**src/rtl/t03_nes_pkg.sv**
```systemverilog
// Shared types and constants for the NES controller poll sequencer.
package t03_nes_pkg;

    localparam int unsigned NES_BITS = 8;

    localparam int unsigned BTN_A      = 7;
    localparam int unsigned BTN_B      = 6;
    localparam int unsigned BTN_SELECT = 5;
    localparam int unsigned BTN_START  = 4;
    localparam int unsigned BTN_UP     = 3;
    localparam int unsigned BTN_DOWN   = 2;
    localparam int unsigned BTN_LEFT   = 1;
    localparam int unsigned BTN_RIGHT  = 0;

    typedef enum logic [2:0] {
        IDLE,
        LATCH,
        SAMPLE_LO,
        PULSE_HI,
        PULSE_LO
    } nes_state_e;

    // Width for a counter that holds 0..n-1 (at least one bit).
    function automatic int unsigned cnt_width(input int unsigned n);
        return (n < 2) ? 1 : $clog2(n);
    endfunction

endpackage

```
**src/rtl/t03_nes_phase_timer.sv**
```systemverilog
// Loadable down-counter that stops at zero and flags it; used for phase and poll timing.
module t03_nes_phase_timer #(
    parameter int unsigned     W       = 8,
    parameter logic [W-1:0]    RST_VAL = '0
) (
    input  logic         clk,
    input  logic         rst,
    input  logic         load_i,
    input  logic [W-1:0] load_val_i,
    input  logic         en_i,
    output logic         zero_o
);

    logic [W-1:0] count_q;
    logic [W-1:0] count_d;

    always_comb begin
        count_d = count_q;
        if (load_i) begin
            count_d = load_val_i;
        end else if (en_i && (count_q != '0)) begin
            count_d = count_q - W'(1);
        end
    end

    always_ff @(posedge clk) begin
        if (rst) begin
            count_q <= RST_VAL;
        end else begin
            count_q <= count_d;
        end
    end

    assign zero_o = (count_q == '0);

endmodule

```
**src/rtl/t03_nes_poll_sequencer.sv**
```systemverilog
// NES controller poll sequencer: latch/pulse generation, dual-player capture, valid/ready frame output.
// Optional macro T03_NES_EDGE_EN adds p1_pressed/p2_pressed newly-pressed outputs.
module t03_nes_poll_sequencer
    import t03_nes_pkg::*;
#(
    parameter int unsigned LATCH_CYC = 120,
    parameter int unsigned HALF_CYC  = 60,
    parameter int unsigned POLL_CYC  = 166667
) (
    input  logic                clk,
    input  logic                rst,
    input  logic                enable,
    input  logic                poll_req,
    input  logic                player_1_in,
    input  logic                player_2_in,
    output logic                latch,
    output logic                pulse,
    output logic                busy,
    output logic                frame_valid,
    input  logic                frame_ready,
    output logic [NES_BITS-1:0] p1_buttons,
    output logic [NES_BITS-1:0] p2_buttons,
`ifdef T03_NES_EDGE_EN
    output logic                overrun,
    output logic [NES_BITS-1:0] p1_pressed,
    output logic [NES_BITS-1:0] p2_pressed
`else
    output logic                overrun
`endif
);

    localparam int unsigned PH_W = cnt_width((LATCH_CYC > HALF_CYC) ? LATCH_CYC : HALF_CYC);
    localparam int unsigned PT_W = cnt_width(POLL_CYC);
    localparam logic [2:0]  LAST_PULSE = 3'(NES_BITS - 1);

    nes_state_e          state_q;
    logic [2:0]          pidx_q;
    logic                latch_q;
    logic                pulse_q;
    logic                busy_q;
    logic                fv_q;
    logic                overrun_q;
    logic [NES_BITS-1:0] p1_q;
    logic [NES_BITS-1:0] p2_q;
    // Shadows only need the first seven samples; the eighth goes straight to the outputs.
    logic [NES_BITS-2:0] p1_sh_q;
    logic [NES_BITS-2:0] p2_sh_q;
    logic [NES_BITS-1:0] p1_sh_d;
    logic [NES_BITS-1:0] p2_sh_d;

    logic            poll_zero;
    logic            poll_expire;
    logic            start;
    logic            ph_zero;
    logic            ph_load;
    logic [PH_W-1:0] ph_load_val;
    logic            sample_now;
    logic            publish;

    assign poll_expire = enable & poll_zero;
    assign start       = (state_q == IDLE) && (poll_expire || poll_req);
    assign ph_load     = start || ((state_q != IDLE) && ph_zero);
    assign ph_load_val = start ? PH_W'(LATCH_CYC - 1) : PH_W'(HALF_CYC - 1);
    assign sample_now  = ph_zero && ((state_q == SAMPLE_LO) || (state_q == PULSE_LO));
    assign publish     = ph_zero && (state_q == PULSE_LO) && (pidx_q == LAST_PULSE);

    always_comb begin
        p1_sh_d = {p1_sh_q, ~player_1_in};
        p2_sh_d = {p2_sh_q, ~player_2_in};
    end

    t03_nes_phase_timer #(
        .W       (PT_W),
        .RST_VAL (PT_W'(POLL_CYC - 1))
    ) u_poll_timer (
        .clk        (clk),
        .rst        (rst),
        .load_i     (poll_expire),
        .load_val_i (PT_W'(POLL_CYC - 1)),
        .en_i       (enable),
        .zero_o     (poll_zero)
    );

    t03_nes_phase_timer #(
        .W       (PH_W),
        .RST_VAL ('0)
    ) u_phase_timer (
        .clk        (clk),
        .rst        (rst),
        .load_i     (ph_load),
        .load_val_i (ph_load_val),
        .en_i       (1'b1),
        .zero_o     (ph_zero)
    );

    always_ff @(posedge clk) begin
        if (rst) begin
            state_q    <= IDLE;
            pidx_q     <= '0;
            latch_q    <= 1'b0;
            pulse_q    <= 1'b0;
            busy_q     <= 1'b0;
            fv_q       <= 1'b0;
            overrun_q  <= 1'b0;
            p1_q       <= '0;
            p2_q       <= '0;
            p1_sh_q    <= '0;
            p2_sh_q    <= '0;
`ifdef T03_NES_EDGE_EN
            p1_pressed <= '0;
            p2_pressed <= '0;
`endif
        end else begin
            if (sample_now) begin
                p1_sh_q <= p1_sh_d[NES_BITS-2:0];
                p2_sh_q <= p2_sh_d[NES_BITS-2:0];
            end

            if (publish) begin
                p1_q <= p1_sh_d;
                p2_q <= p2_sh_d;
                fv_q <= 1'b1;
                if (fv_q && !frame_ready) begin
                    overrun_q <= 1'b1;
                end
`ifdef T03_NES_EDGE_EN
                p1_pressed <= p1_sh_d & ~p1_q;
                p2_pressed <= p2_sh_d & ~p2_q;
`endif
            end else if (fv_q && frame_ready) begin
                fv_q <= 1'b0;
            end

            case (state_q)
                IDLE: begin
                    if (start) begin
                        state_q <= LATCH;
                        latch_q <= 1'b1;
                        busy_q  <= 1'b1;
                    end
                end
                LATCH: begin
                    if (ph_zero) begin
                        state_q <= SAMPLE_LO;
                        latch_q <= 1'b0;
                    end
                end
                SAMPLE_LO: begin
                    if (ph_zero) begin
                        state_q <= PULSE_HI;
                        pulse_q <= 1'b1;
                        pidx_q  <= 3'd1;
                    end
                end
                PULSE_HI: begin
                    if (ph_zero) begin
                        state_q <= PULSE_LO;
                        pulse_q <= 1'b0;
                    end
                end
                PULSE_LO: begin
                    if (ph_zero) begin
                        if (pidx_q == LAST_PULSE) begin
                            state_q <= IDLE;
                            busy_q  <= 1'b0;
                        end else begin
                            state_q <= PULSE_HI;
                            pulse_q <= 1'b1;
                            pidx_q  <= pidx_q + 3'd1;
                        end
                    end
                end
                default: begin
                    state_q <= IDLE;
                    latch_q <= 1'b0;
                    pulse_q <= 1'b0;
                    busy_q  <= 1'b0;
                end
            endcase
        end
    end

    assign latch       = latch_q;
    assign pulse       = pulse_q;
    assign busy        = busy_q;
    assign frame_valid = fv_q;
    assign overrun     = overrun_q;
    assign p1_buttons  = p1_q;
    assign p2_buttons  = p2_q;

endmodule
```
**config.mk**
```make
export PLATFORM = sky130hd
export DESIGN_NAME = t03_nes_poll_sequencer
export DESIGN_NICKNAME = d
export VERILOG_FILES = /design/src/rtl/t03_nes_pkg.sv /design/src/rtl/t03_nes_phase_timer.sv /design/src/rtl/t03_nes_poll_sequencer.sv
export SDC_FILE = /design/constraint.sdc
export NUM_CORES = 1
export LEC_CHECK = 0
export ABC_AREA = 1
export BUFFER_PORTS_ARGS = -buffer_cell sky130_fd_sc_hd__buf_4
export CELL_PAD_IN_SITES_DETAIL_PLACEMENT = 0
export CELL_PAD_IN_SITES_GLOBAL_PLACEMENT = 1
export CORE_MARGIN = 5
export CORE_UTILIZATION = 43
export CTS_CLUSTER_SIZE = 12
export DETAILED_ROUTE_END_ITERATION = 8
export PLACE_DENSITY_LB_ADDON = 0.2
export SYNTH_ARGS = -nofsm -noshare
export SYNTH_HDL_FRONTEND = slang
export SYNTH_SLANG_ARGS = --single-unit
export TNS_END_PERCENT = 20
```
**constraint.sdc**
```tcl
create_clock -name clk -period 2.04 [get_ports clk]
set_input_delay 0.306 -clock clk [delete_from_list [all_inputs] [get_ports clk]]
set_output_delay 0.306 -clock clk [all_outputs]
set_load 0.02 [all_outputs]
```
==> impl_metrics.tcl <==
set metrics [dict create \
    status "finished clean" \
    cts_buffers 9 \
    r2r_start "u_poll_timer.count_q[0]" \
    worstSetupEndpointType "register" \
    vias 2594 \
    setup_viol 0 \
    syn_nets 418 \
    gp_congestion 0.857 \
    crit_end "u_poll_timer.count_q[17]" \
    multiInputGateArea_mm2 0.00155 \
    cts_tree "yes" \
    drv_cap 0 \
    seq_area_mm2 0.00132 \
    ys_types 38 \
    die_x_um 94.8 \
    nNetsFinal 446 \
    drt_wl_total_mm 6.71 \
    syn_avg_cell_area_um2 7.60 \
    grt_max_degree 40 \
    grt.overflow.total 0 \
    tns_ns 0 \
    rsz0062_at_grt "false" \
    grt_pass1_vias 2491 \
    core.rowCount 31 \
    hold_class "in -> reg" \
    power_leakage_nw 1.69 \
    antenna_found_initial 0 \
    ys_ff_latch 66 \
    fmax_ghz 0.550 \
    drc 0 \
    skew_ns 0.0133 \
    io_pins 28 \
    drive_above_1_share 0.159 \
    ys_seq_area_frac 0.427 \
    worst_pin_slew_ns 0.351 \
    ctsHoldBuffers 0 \
    dp_hpwl_mm 4.62 \
    reg2regPathDepth 10 \
    grt_pass1_wl_mm 11.6 \
    final.period_utilization 0.891 \
    synth.cell_area_mm2 0.00309 \
    slew_headroom 0.766 \
    cts_buffer_depth 2 \
    cp.arrival_ns 2.05 \
    period_minus_slack_ns 1.82 \
    crit_required_ns 2.27 \
    area_growth_pct 15.1 \
    pre_cts_ws_ns 0.145 \
    ir_worst_vdd_mv 0.554 \
    track_usage 0.166 \
    p_per_area_mw_per_mm2 1030 \
    finalWorstSetupSlack_ns 0.223 \
    n_fill_cell 729 \
    final_cell_count_no_fill 539 \
    die_area_mm2 0.00899 \
    first_iter_violations 108 \
    power.total_mw 3.68 \
    r2r-end "u_poll_timer.count_q[17]" \
    clkLatencyLatePin_ns 0.36 \
    r2r_slack_ns 0.22 \
    final_cell_mix "nor2_1 (89), nand2_1 (70), dfxtp_1 (66)" \
    core_mm2 0.00714 \
    syn-instance-count 407 \
    dp_cells 523 \
    crit_path_start_kind "register" \
    routedWlPerCell_um 12.4 \
    diodes 0 \
    viasPerCell 4.81 \
    clk_pin_slew_worst_paths_ns 0.09 \
    hold_viol 0 \
    finalMaxSlewViolations 0 \
    dieHeight_um 94.8 \
    yosys_warnings 0 \
    port_buffers 27 \
    first_pass_iters 4 \
    layout_commonest_cell "nor2_1" \
    crit_fanout 17 \
    start_util 0.433 \
    whs_path_depth 2 \
    clkSinkCount 66 \
    crit_start "u_poll_timer.count_q[0]" \
    ant_nets 0 \
    hold_slack_ns 0.127 \
    h-tree-depth 3 \
    root_buffer "clkbuf_8" \
    critPathKind "reg -> reg" \
]
## worst max-delay path: stages (launching register included)
cell and delay [ns]:
dfxtp_1 0.38, inv_1 0.10, ha_1 0.26, nand2_2 0.12, nor2_4 0.06, nand3_4 0.11, nand2_4 0.13, inv_4 0.19
nand2_1 0.09, o21ai_0 0.16, nand3_1 0.09
## kinds of logic after synthesis
family,Yosys count,share of synthesized area
AOI/OAI and AO/OA,68,0.121
and+or+nand+nor,209,0.318
adders and majority gates,4,0.0162
buffers and inverters,44,0.0724
DFF,66,0.427
xor gates and xnor gates,16,0.0453
## cells in the mapped netlist
cell / count / share of area
clkinv_4: 1 / 0.0028
nor2_2: 2 / 0.0040
inv_4: 1 / 0.0020
nand3_1: 20 / 0.032
buf_12: 1 / 0.0065
nor2_8: 3 / 0.019
nor2_1: 89 / 0.11
o21bai_1: 1 / 0.0024
nor3_1: 5 / 0.0081
or2_1: 1 / 0.0020
nand2_2: 2 / 0.0040
a22oi_1: 1 / 0.0024
o21ai_0: 36 / 0.058
clkbuf_1: 4 / 0.0049
buf_6: 4 / 0.015
nand3b_1: 2 / 0.0049
buf_4: 1 / 0.0024
nand3_4: 1 / 0.0057
inv_1: 25 / 0.030
o21a_1: 1 / 0.0024
and3_1: 1 / 0.0020
nand2_4: 1 / 0.0036
nand2_1: 70 / 0.085
buf_2: 1 / 0.0016
inv_2: 5 / 0.0061
xnor2_1: 1 / 0.0028
nand4_1: 5 / 0.010
o211ai_2: 1 / 0.0040
a21oi_1: 25 / 0.040
xor2_1: 15 / 0.042
nor2_4: 6 / 0.022
nand3b_4: 1 / 0.0065
dfxtp_1: 66 / 0.43
o21ai_4: 1 / 0.0053
ha_1: 4 / 0.016
buf_1: 1 / 0.0012
a21oi_2: 1 / 0.0028
a32oi_1: 1 / 0.0028
## final cells by class
type	instances	area share
inverter	32	0.0366
sequential	66	0.371
timing repair buffer	29	0.0612
clock buffer	10	0.0359
clock inverter	6	0.0257
tap	99	0.0348
multi-input combinational	297	0.435
## worst min-delay path by stage
stage                 from            end
5_1_grt        player_2_in     p2_sh_q[0]
3_3_place_gp     pidx_q[0]      pidx_q[0]
3_5_place_dp         latch          latch
2_1_floorplan  player_1_in  p1_buttons[0]
6_report       player_2_in     p2_sh_q[0]
4_1_cts        player_2_in     p2_sh_q[0]
## report_power, final
| part | internal (mW) | total, mW | switching, mW | leakage, nW |
|---|---|---|---|---|
| combinational | 0.346 | 0.920 | 0.575 | 1.06 |
| clock | 0.690 | 1.23 | 0.539 | 0.0987 |
| sequential | 1.41 | 1.53 | 0.113 | 0.536 |
| total | 2.45 | 3.68 | 1.23 | 1.69 |
## routing by layer
layer | vias up | track usage | wire [µm]
met5 | - | 0 | 0
met4 | 0 | 0.0613 | 72
li1 | 1364 | - | -
met3 | 8 | 0.0502 | 257
met1 | 1187 | 0.200 | 3230
met2 | 35 | 0.279 | 3150
## metrics by stage
stage	area, µm²	util
global route	3560	0.499
CTS	3560	0.498
global placement	3340	0.468
detailed placement	3340	0.468
floorplan	3090	-
finish	3560	0.499
## sequential cells by signal (all words and copies together) (netlist names)
signal	count
busy	1
frame_valid	1
latch	1
overrun	1
p1_buttons	8
p1_sh_q	7
p2_buttons	8
p2_sh_q	7
pidx_q	3
pulse	1
state_q	3
u_phase_timer.count_q	7
u_poll_timer.count_q	18
## repair_timing
action | CTS | global route
resized for setup | 0 | 2
buffers inserted | 0 | 0
setup endpoints to repair | 0 | 1
Power figures use the tool's default switching activity.
